$ cat src/rtl/display_pkg.sv
// Shared definitions for the ALU result display stage.
//
// Contents:
//   state_t      conversion controller states
//   SEG_DIGIT    active-low seven-segment codes for 0..9 (bit0 = a ... bit6 = g)
//   SEG_BLANK    all segments off
//   SEG_MINUS    only segment g lit
//   ANODE_OFF    all digit enables inactive
//   BCD_W        width of the three-digit BCD result
//   digit_segs() BCD nibble to segment code; out-of-range nibbles blank
//   add3_ge5()   double-dabble nibble correction
package display_pkg;

  typedef enum logic [1:0] {
    IDLE,
    LOAD,
    SHIFT,
    COMMIT
  } state_t;

  localparam logic [6:0] SEG_DIGIT [0:9] = '{
    7'b1000000,  // 0
    7'b1111001,  // 1
    7'b0100100,  // 2
    7'b0110000,  // 3
    7'b0011001,  // 4
    7'b0010010,  // 5
    7'b0000010,  // 6
    7'b1111000,  // 7
    7'b0000000,  // 8
    7'b0010000   // 9
  };

  localparam logic [6:0] SEG_BLANK = 7'b1111111;
  localparam logic [6:0] SEG_MINUS = 7'b0111111;
  localparam logic [3:0] ANODE_OFF = 4'b1111;
  localparam int         BCD_W     = 12;

  function automatic logic [6:0] digit_segs(input logic [3:0] d);
    case (d)
      4'd0:    return SEG_DIGIT[0];
      4'd1:    return SEG_DIGIT[1];
      4'd2:    return SEG_DIGIT[2];
      4'd3:    return SEG_DIGIT[3];
      4'd4:    return SEG_DIGIT[4];
      4'd5:    return SEG_DIGIT[5];
      4'd6:    return SEG_DIGIT[6];
      4'd7:    return SEG_DIGIT[7];
      4'd8:    return SEG_DIGIT[8];
      4'd9:    return SEG_DIGIT[9];
      default: return SEG_BLANK;
    endcase
  endfunction

  function automatic logic [3:0] add3_ge5(input logic [3:0] n);
    return (n >= 4'd5) ? (n + 4'd3) : n;
  endfunction

endpackage

$ cat src/rtl/bin_to_bcd_seq.sv
// Sequential double-dabble binary-to-BCD converter.
//
// A start pulse captures the operand, resolves sign/magnitude and clears the
// BCD register; the following DATA_W cycles each correct and shift one
// magnitude bit in. done is high during the final shift cycle, so the BCD
// output is complete on the cycle after done.
//
// Ports:
//   clock        system clock
//   reset        asynchronous active-high reset (iteration counter only)
//   start        load operand and begin conversion
//   value        operand
//   signed_mode  1 = operand is two's complement
//   done         last shift happens this cycle
//   neg          operand was negative
//   bcd          hundreds[11:8], tens[7:4], units[3:0]
module bin_to_bcd_seq
  import display_pkg::*;
#(
  parameter int DATA_W = 8
) (
  input  logic              clock,
  input  logic              reset,
  input  logic              start,
  input  logic [DATA_W-1:0] value,
  input  logic              signed_mode,
  output logic              done,
  output logic              neg,
  output logic [BCD_W-1:0]  bcd
);

  localparam int CNT_W = $clog2(DATA_W + 1);

  logic        [CNT_W-1:0]  iter;
  logic signed [DATA_W-1:0] value_s;
  logic                     neg_in;
  logic        [DATA_W-1:0] mag_in;
  logic        [DATA_W-1:0] mag_sr;
  logic        [BCD_W-1:0]  bcd_sr;
  logic        [BCD_W-1:0]  bcd_adj;
  logic                     neg_r;

  // Negating the most negative value wraps to itself, which read as unsigned
  // is exactly its magnitude (0x80 -> 128).
  assign value_s = value;
  assign neg_in  = signed_mode && (value_s < 0);
  assign mag_in  = neg_in ? DATA_W'(-value_s) : value;

  assign bcd_adj = {add3_ge5(bcd_sr[11:8]), add3_ge5(bcd_sr[7:4]), add3_ge5(bcd_sr[3:0])};

  always_ff @(posedge clock or posedge reset) begin
    if (reset) begin
      iter <= '0;
    end else if (start) begin
      iter <= CNT_W'(DATA_W);
    end else if (iter != '0) begin
      iter <= iter - 1'b1;
    end
  end

  always_ff @(posedge clock) begin
    if (start) begin
      neg_r  <= neg_in;
      mag_sr <= mag_in;
      bcd_sr <= '0;
    end else if (iter != '0) begin
      bcd_sr <= (bcd_adj << 1) | BCD_W'(mag_sr[DATA_W-1]);
      mag_sr <= mag_sr << 1;
    end
  end

  assign done = (iter == CNT_W'(1));
  assign neg  = neg_r;
  assign bcd  = bcd_sr;

endmodule

$ cat src/rtl/result_display.sv
// ALU result display stage: converts the result to decimal and drives a
// 4-digit multiplexed seven-segment display.
//
// A strobe starts a conversion (LOAD, 8 x SHIFT, COMMIT). Strobes arriving
// while busy are held in a single pending slot, newest wins, and are started
// straight from COMMIT. Display registers only change in COMMIT so a digit
// is never shown half-converted. Scanning runs independently of conversion.
//
// Ports:
//   clock        system clock
//   reset        asynchronous active-high reset
//   y_in         ALU result
//   y_valid      one-cycle strobe qualifying y_in
//   signed_mode  1 = y_in is two's complement
//   anode        active-low digit enables (0 = units ... 3 = sign)
//   segs         active-low segments (bit0 = a ... bit6 = g)
//   busy         conversion in progress
module result_display
  import display_pkg::*;
#(
  parameter int SCAN_DIV = 100000,
  parameter int DATA_W   = 8
) (
  input  logic              clock,
  input  logic              reset,
  input  logic [DATA_W-1:0] y_in,
  input  logic              y_valid,
  input  logic              signed_mode,
  output logic [3:0]        anode,
  output logic [6:0]        segs,
  output logic              busy
);

  localparam int SCAN_W = (SCAN_DIV > 1) ? $clog2(SCAN_DIV) : 1;

  state_t state, state_next;

  logic [DATA_W-1:0] cur_y;
  logic              cur_sm;
  logic [DATA_W-1:0] pend_y;
  logic              pend_sm;
  logic              pending;

  logic              start;
  logic              commit;
  logic              take_input;
  logic              take_pending;
  logic              pend_set;

  logic              conv_done;
  logic              conv_neg;
  logic [BCD_W-1:0]  conv_bcd;

  logic [3:0]        disp_h;
  logic [3:0]        disp_t;
  logic [3:0]        disp_u;
  logic              disp_neg;

  logic [SCAN_W-1:0] scan_cnt;
  logic              scan_wrap;
  logic [1:0]        idx;
  logic [1:0]        idx_next;
  logic [6:0]        seg_next;

  bin_to_bcd_seq #(
    .DATA_W (DATA_W)
  ) u_conv (
    .clock       (clock),
    .reset       (reset),
    .start       (start),
    .value       (cur_y),
    .signed_mode (cur_sm),
    .done        (conv_done),
    .neg         (conv_neg),
    .bcd         (conv_bcd)
  );

  always_ff @(posedge clock or posedge reset) begin
    if (reset) begin
      state <= IDLE;
    end else begin
      state <= state_next;
    end
  end

  // A strobe landing in COMMIT behaves as if it had been pending, and being
  // newer it supersedes whatever the pending slot holds.
  always_comb begin
    state_next   = state;
    start        = 1'b0;
    commit       = 1'b0;
    take_input   = 1'b0;
    take_pending = 1'b0;
    pend_set     = 1'b0;
    case (state)
      IDLE: begin
        if (y_valid) begin
          take_input = 1'b1;
          state_next = LOAD;
        end
      end
      LOAD: begin
        start      = 1'b1;
        pend_set   = y_valid;
        state_next = SHIFT;
      end
      SHIFT: begin
        pend_set = y_valid;
        if (conv_done) begin
          state_next = COMMIT;
        end
      end
      COMMIT: begin
        commit = 1'b1;
        if (y_valid) begin
          take_input = 1'b1;
          state_next = LOAD;
        end else if (pending) begin
          take_pending = 1'b1;
          state_next   = LOAD;
        end else begin
          state_next = IDLE;
        end
      end
      default: state_next = IDLE;
    endcase
  end

  assign busy = (state != IDLE);

  always_ff @(posedge clock or posedge reset) begin
    if (reset) begin
      pending <= 1'b0;
    end else if (pend_set) begin
      pending <= 1'b1;
    end else if (commit) begin
      pending <= 1'b0;
    end
  end

  always_ff @(posedge clock) begin
    if (pend_set) begin
      pend_y  <= y_in;
      pend_sm <= signed_mode;
    end
  end

  always_ff @(posedge clock) begin
    if (take_input) begin
      cur_y  <= y_in;
      cur_sm <= signed_mode;
    end else if (take_pending) begin
      cur_y  <= pend_y;
      cur_sm <= pend_sm;
    end
  end

  always_ff @(posedge clock or posedge reset) begin
    if (reset) begin
      disp_h   <= 4'd0;
      disp_t   <= 4'd0;
      disp_u   <= 4'd0;
      disp_neg <= 1'b0;
    end else if (commit) begin
      disp_h   <= conv_bcd[11:8];
      disp_t   <= conv_bcd[7:4];
      disp_u   <= conv_bcd[3:0];
      disp_neg <= conv_neg;
    end
  end

  // Leading-zero blanking: tens only blank when hundreds is blank as well.
  always_comb begin
    seg_next = SEG_BLANK;
    case (idx_next)
      2'd0: seg_next = digit_segs(disp_u);
      2'd1: seg_next = ((disp_h == 4'd0) && (disp_t == 4'd0)) ? SEG_BLANK : digit_segs(disp_t);
      2'd2: seg_next = (disp_h == 4'd0) ? SEG_BLANK : digit_segs(disp_h);
      2'd3: seg_next = disp_neg ? SEG_MINUS : SEG_BLANK;
      default: seg_next = SEG_BLANK;
    endcase
  end

  assign scan_wrap = (scan_cnt == SCAN_W'(SCAN_DIV - 1));
  assign idx_next  = scan_wrap ? (idx + 2'd1) : idx;

  // anode and segs are both registered from the upcoming index so they
  // switch on the same edge and no digit briefly shows its neighbour.
  always_ff @(posedge clock or posedge reset) begin
    if (reset) begin
      scan_cnt <= '0;
      idx      <= 2'd0;
      anode    <= 4'b1110;
      segs     <= SEG_DIGIT[0];
    end else begin
      scan_cnt <= scan_wrap ? '0 : (scan_cnt + 1'b1);
      idx      <= idx_next;
      anode    <= ANODE_OFF ^ (4'b0001 << idx_next);
      segs     <= seg_next;
    end
  end

endmodule

$ cat config.mk
export PLATFORM = sky130hd
export DESIGN_NAME = result_display
export DESIGN_NICKNAME = d
export VERILOG_FILES = /design/src/rtl/display_pkg.sv /design/src/rtl/bin_to_bcd_seq.sv /design/src/rtl/result_display.sv
export SDC_FILE = /design/constraint.sdc
export NUM_CORES = 1
export LEC_CHECK = 0
export CORE_ASPECT_RATIO = 0.6
export CORE_MARGIN = 5
export CORE_UTILIZATION = 60
export DETAILED_ROUTE_END_ITERATION = 7
export HOLD_SLACK_MARGIN = 0.06
export PLACE_DENSITY = 0.85
export SLEW_MARGIN = 10
export SYNTH_ARGS = -nofsm -noshare
export SYNTH_HDL_FRONTEND = slang
export SYNTH_SLANG_ARGS = --single-unit
$ cat constraint.sdc
create_clock -name clock -period 2.8 [get_ports clock]
set_clock_uncertainty 0.2 [all_clocks]
set_input_delay 0.28 -clock clock [delete_from_list [all_inputs] [get_ports clock]]
set_output_delay 0.28 -clock clock [all_outputs]
set_load 0.005 [all_outputs]
Word level (Yosys, flattened, before mapping)
Memory sizes are Yosys's and may differ from the RTL's.
Index checks and enable logic that the tools add are counted.
{"block": "word_totals", "regBits": 89, "rom_bits": 336, "in_bits": 12, "output_inout_bits": 12, "word_cells": 92, "n_memories": 3}
{"memory": "(no name shown)", "depth": 16, "word_bits": 7, "read_ports": 1, "rd_ports_with_merged_regs": 0, "wr": 0, "line_no": "display_pkg.sv:40", "text": "case (d)"}
{"memory": "(no name shown)", "depth": 16, "word_bits": 7, "read_ports": 1, "rd_ports_with_merged_regs": 0, "wr": 0, "line_no": "display_pkg.sv:40"}
{"memory": "(no name shown)", "depth": 16, "word_bits": 7, "read_ports": 1, "rd_ports_with_merged_regs": 0, "wr": 0, "line_no": "display_pkg.sv:40"}
{"block": "classes", "n_addsub": 7, "order_cmp": 4, "eq_ne": 10, "shifts": 1, "mux": 33, "n_bitwise": 2, "reduce_logical": 14}
{"cell": "8-bit two-way mux", "n": 5}
{"cell": "7-bit case mux with 4 select lines", "n": 1}
{"cell": "7-bit two-way mux", "n": 3}
{"cell": "17-bit by 1-bit adder with 17-bit output (second input constant)", "n": 1}
{"cell": "17-bit equality test (second input constant)", "n": 1}
{"cell": "17-bit two-way mux", "n": 1}
{"cell": "4-bit two-way mux", "n": 4}
{"cell": "1-bit two-way mux", "n": 14}
{"cell": "4-bit by 3-bit greater-or-equal comparator with 1-bit output (second input constant)", "n": 3}
{"cell": "12-bit by 1-bit bitwise OR with 12-bit output", "n": 1}
{"cell": "4-bit by 2-bit adder with 4-bit output (second input constant)", "n": 2}
{"cell": "2-bit equality test (second input constant)", "n": 4}
{"cell": "4-bit zero test", "n": 2}
{"cell": "8-bit by 1-bit < comparator with 1-bit output (second input constant)", "n": 1}
{"cell": "8-bit negation", "n": 1}
{"cell": "2-bit case mux with 4 select lines", "n": 1}
{"cell": "2-bit nonzero test", "n": 4}
{"cell": "2-bit two-way mux", "n": 3}
{"cell": "2-bit by 1-bit equality test with 1-bit output (second input constant)", "n": 2}
{"cell": "4-bit by 1-bit equality test with 1-bit output (second input constant)", "n": 1}
{"cell": "2-bit zero test", "n": 2}
{"cell": "2-bit != test (second input constant)", "n": 2}
{"cell": "4-bit NOT", "n": 1}
{"cell": "4-bit nonzero test", "n": 1}
{"cell": "other kinds (8)", "n": 10}

Logic depth before layout (Yosys ltp)
Gate-level depths: netlist (run 1).
{"block": "logic_depth", "depth_word": 5, "mapped_depth": 8, "depth_no_buf": 7}

Cells and area by module
From an unflattened synthesis (run 1), not the netlist that was laid out.
{"block": "hier_totals", "cells_unflattened": 491, "area_unflattened_um2": 4999.8}
{"module": "result_display", "instances": 1, "cells_per_inst": 322, "area_each_um2": 3490.8, "seq_area_each_um2": 1696.6}
{"module": "bin_to_bcd_seq", "instances": 1, "cells_per_inst": 169, "area_each_um2": 1508.9, "seq_area_each_um2": 610.6}

Worst setup path before layout (run 1)
No wires, ideal clock.
{"block": "synth_path", "path_type": "register to register", "from": "reg scan_cnt[8]", "to": "reg segs[1]", "setup_ps": 99, "arrival_time_ps": 2140, "t_required_ps": 2501, "setup_slack_ps": 360, "stages_incl_launch_ff": 7, "n_path_buf": 1, "synth_period_minus_slack_ps": 2440, "path_cell_list": "dfrtp_1 -> or4b_4 -> or4_1 -> buf_2 -> mux2_4 -> a32o_1 -> a311oi_1"}
{"block": "synth_between", "elab_chain_len": 4, "word_cells_on_any_way": 7, "cone_classes": "4 x eq/ne; 2 x mux; 1 x reduce/logical"}
{"element": "start: declaration", "line_no": "result_display.sv:59", "text": "logic [SCAN_W-1:0] scan_cnt;"}
{"element": "start signal: assignment", "line_no": "result_display.sv:196", "text": "scan_cnt <= scan_wrap ? '0 : (scan_cnt + 1'b1);"}
{"element": "17-bit equality test (*)", "line_no": "result_display.sv:184", "text": "assign scan_wrap = (scan_cnt == SCAN_W'(SCAN_DIV - 1));"}
{"element": "2-bit two-way mux (*)", "line_no": "result_display.sv:185", "text": "assign idx_next = scan_wrap ? (idx + 2'd1) : idx;"}
{"element": "2-bit equality test (tied with other cells)", "line_no": "result_display.sv:175", "text": "case (idx_next)"}
{"element": "7-bit case mux with 4 select lines (*)", "line_no": "result_display.sv:175"}
{"element": "via seg_next[1]", "line_no": "result_display.sv:63", "text": "logic [6:0] seg_next;"}
{"element": "end signal: assignment", "line_no": "result_display.sv:194", "text": "segs <= SEG_DIGIT[0];"}
{"element": "end signal: assignment", "line_no": "result_display.sv:199", "text": "segs <= seg_next;"}
{"element": "end: declaration", "line_no": "result_display.sv:30", "text": "output logic [6:0] segs,"}
Mark *: on every way through the listed nets, which the timed path passes. The rest lies on a longest branch.
A chain may end at the register's enable or synchronous reset.

Worst setup path in the final report (run 1)
{"block": "layout_path", "from": "reg scan_cnt[8]", "to": "reg segs[6]"}
Same word-level chain as after synthesis.

==> impl.org, run 1 <==
** Final layout
- Relative to the synthesized area, the layout overhead comes to 13.2%.
- Layout cell share with drive strength beyond 1 :: 10.2%
- Post-layout nets :: 535
- 0 antenna diodes ended up in the layout.
- Measured on the finished design, the core utilization comes to between 60% and 70%.

** Power and ir drop
- Proportion of power drawn by flip-flops and latches :: 38.7%
- Switching power share of the total :: 38.1%
- In this run the power density over the cells is 1070 nW/um^2.
- Cell-internal power :: 3.56 mW
- Switching component of the power :: 2.19 mW
- Worst vdd rail ir drop :: 0.000615 V
- Share of total power in the clock network :: 18.6%
- Relative contribution of combinational cells to total power :: 42.7%
- For this design the static power due to leakage is between 2 and 2.5 nW.

** Job
- Max Cap Violations :: 0

** Routing
- Iteration-0 DRC Markers :: 372
- Vias per cell :: 5.77
- Antenna-violating nets left :: 0
- Routed Wire Length :: approximately 9.4 mm
- Routed wirelength normalized by instance count :: 15.5 um
- The final route contains 3497 vias.
- Remaining DRCs :: 0
- First-pass detailed-route iteration total :: 5

** Worst setup path
- Number of cells on the worst reg-to-reg path :: 6
- On the critical path, the stage with the largest delay is an instance of or4b_4.
- Nature of the critical path endpoint :: flop
- Delay contributed by the slowest stage of the critical path :: 0.57 ns
- The worst setup path is launched from a flop.
- The critical path goes through or4b_4, or4_1, buf_4, nand2_1, o21ai_1, a221oi_1.
- Data on the critical path arrives at its endpoint at approximately 2.6 ns.
- The worst register-to-register path has a setup slack of 0.29 ns.
- R2R Path End :: segs[6]$_DFF_PP1_
- Largest fanout of any net on the critical path :: 9
- In this run the critical register-to-register path is launched from scan_cnt[8]$_DFF_PP0_.
- Startpoint of the worst setup timing path :: scan_cnt[8]$_DFF_PP0_
- For the worst setup path, the data required time is roughly 2.8 ns.
- Class of the most critical setup path :: reg -> reg

** Clock tree
- Post-CTS sizing :: 0
- Num Clock Sinks :: a little under 90
- Clock transition at path regs :: roughly 0.06 ns
- The number of clock buffers added by TritonCTS is 9.
- TritonCTS clock tree :: done
- H-tree levels :: 3
- The longest clock path from root to sink contains 2 buffers.
- The number of hold buffers added after CTS was 0.
- Post CTS Setup Buffer Count :: 0
- Clock latency on the worst-skew pair, taken at its later pin, is approximately 0.34 ns.
- Clk root buf :: clkbuf_16

** Floorplanning
- IO Count :: 24
- Placeable core region :: between 7000 and 8000 um^2
- From left edge to right edge, the die measures 125 um.
- For this configuration, the core starts out at a cell density of roughly three fifths.
- The floorplan step defined a die boundary enclosing 9860 um^2.
- Die height :: a little under 80 um
- Row generation in the floorplan step produced 25 rows.

** Yosys
- For this run, the leading register cell type out of synthesis is dfrtp_1.
- Register area share after synthesis :: 48.6%
- The average instance in the mapped netlist occupies 10.1 um^2.
- After synthesis, the netlist uses 54 different library cells.
- Counting flops with an async set or reset pin after synthesis yields a share of 56.2%.
- Number of register bits inferred by synthesis :: 89
- Main area contributors after synthesis :: dfrtp_1, edfxtp_1, ha_1
- The share of synthesized area in the top cell type comes to ~24%.
- Warning count from the yosys run :: 0
- Yosys mapped a number of flops with a built-in enable equal to 27.
- Synthesis produced a netlist whose cell count is 470.
- The mapped netlist covers 4750 um^2.
- Yosys top cell by area :: dfrtp_1
- Net Count, Synth :: 512

** Min path
- The min-delay analysis places its worst path in the category in -> async.

** Timing
- For the final routed database, the setup TNS stands at 0 ns.
- Worst slew margin :: 51.0%
- Number of hold violations in the final report :: 0
- Max-slew violation total from the final report :: 0
- Fin Hold WS :: 0.0968 ns
- Worst-Margin Slew :: about 0.73 ns
- Derived from the worst setup path, the maximum achievable clock frequency is 398 MHz.
- The worst path uses 89.8% of the clock period.
- The worst path in the final design needs a cycle of 2.51 ns, including I/O delays and setup.
- RSZ-0062 raised after global routing :: no
- Setup violations remaining at the end of the flow were counted as 0.

** Placed design
- Buffers on Ports :: 23
- Post-detail-place hpwl :: 6.75 mm
- The congestion estimate from routability-driven global placement came to 1.03.

** Status
- The flow ran to the end, and the final reports show no timing, DRC or antenna violations.

** Global route
- Entering global routing, the biggest net connects 33 pins.
- The number of global-route vias before repair is around 3400.
- Global routing used 20.4% of the available tracks.
- The first global-routing pass estimated between 15 and 20 mm of wire.
- Aggregate global routing overflow :: 0
- The initial antenna violation count was 0.
[worst max-delay path: cells and delay by family, from the launching register on]
family | cells | cell delay (ns)
compound gates | 2 | 0.40
buf+inv | 1 | 0.21
flops | 1 | 0.41
simple gates | 3 | 1.20
[logic make-up after synthesis]
kind of cell / share of synthesized area [%]
and+or+nand+nor: 16.2
adders and majority gates: 7.90
buffers and inverters: 3.66
DFF: 48.6
AOI/OAI and AO/OA: 13.8
xor gates and xnor gates: 4.42
muxes: 5.40
[routing by layer]
| metal | up-vias | wire length (um) | GRT usage [%] |
|---|---|---|---|
| met5 | - | 0 | 0 |
| met4 | 0 | 141 | 6.71 |
| met3 | 17 | 572 | 5.65 |
| met2 | 105 | 4200 | 31.8 |
| met1 | 1666 | 4460 | 27.8 |
| li1 | 1709 | - | - |
[metrics by stage]
step | worst slack, ns | instance area [um^2] | cells | power, mW
finish | 0.285 | 5380 | 606 | 5.76
global route | 0.123 | 5380 | 606 | 6.20
global placement | 0.395 | 5110 | 590 | 4.54
floorplan | 0.360 | 4750 | 470 | 3.99
detailed placement | 0.303 | 5110 | 590 | 4.67
CTS | 0.287 | 5380 | 606 | 5.75
[state kept, by name, summed over array words and instances, names as in the netlist, 2 cells and up]
register       cells
disp_h             4
idx                2
cur_y              8
u_conv.iter        4
disp_t             4
anode              4
u_conv.mag_sr      8
u_conv.bcd        12
pend_y             8
segs               7
disp_u             4
state              2
scan_cnt          17
[synthesized netlist by cell type (all sizes together), types with 5 or more instances]
| cell | n |
|---|---|
| dfrtp | 46 |
| a21oi | 39 |
| nand2 | 38 |
| nor2 | 36 |
| ha | 30 |
| o21ai | 30 |
| edfxtp | 27 |
| inv | 26 |
| clkbuf | 18 |
| mux2 | 18 |
| nand2b | 14 |
| xnor2 | 14 |
| nand3 | 13 |
| dfxtp | 12 |
| xor2 | 10 |
| nor2b | 7 |
| a211oi | 6 |
| and3 | 6 |
| nor3b | 6 |
| mux2i | 5 |
[cells in the final DEF, fill, tap and decap left out, drive strengths merged, types with 5 or more instances in the layout]
master          n
a21oi          39
mux2i           5
nor3b           6
mux2           18
o21ai          30
nand2          38
dfrtp          46
xnor2          14
nor2b           7
dfxtp          12
edfxtp         27
xor2           10
buf             9
a211oi          6
nand2b         14
inv            26
clkdlybuf4s50  23
and3            6
ha             30
nor2           36
nand3          13
clkbuf         10
[power by group through the flow]
stage	combinational (mW)	clock, mW	sequential, mW
global placement	2.32	0	2.22
global route	2.74	1.16	2.30
finish	2.46	1.07	2.23
detailed placement	2.42	0	2.25
CTS	2.44	1.08	2.22
floorplan	1.90	0	2.09
[worst max path at each step]
| stage | endpoint | slack, ns |
|---|---|---|
| 2_1_floorplan | segs[1]$_DFF_PP0_ | 0.36 |
| 5_1_grt | segs[5]$_DFF_PP0_ | 0.12 |
| 3_5_place_dp | segs[6]$_DFF_PP1_ | 0.30 |
| 4_1_cts | segs[6]$_DFF_PP1_ | 0.29 |
| 3_3_place_gp | segs[1]$_DFF_PP0_ | 0.39 |
| 6_report | segs[6]$_DFF_PP1_ | 0.29 |
[final cells by class]
class | count | area, um^2
clock inverters | 6 | 35.0
fillers | 558 | 2410
well taps | 108 | 135
flip-flops and latches | 89 | 2310
multi-input cells | 335 | 2280
inverters | 26 | 97.6
clock buffers | 10 | 229
repair buffers | 32 | 298
(Power assumes the default switching activity.)
==> run 2, diff against run 1 <==
- HOLD_SLACK_MARGIN: 0.06 -> 0.08
==> results of run 2 <==
No change in the layout: final DEF, timing and power equal those of run 1.
==> run 3, diff against run 2 <==
- CAP_MARGIN: not set -> 40
==> results of run 3 <==
No change in the layout: final DEF, timing and power equal those of run 1.
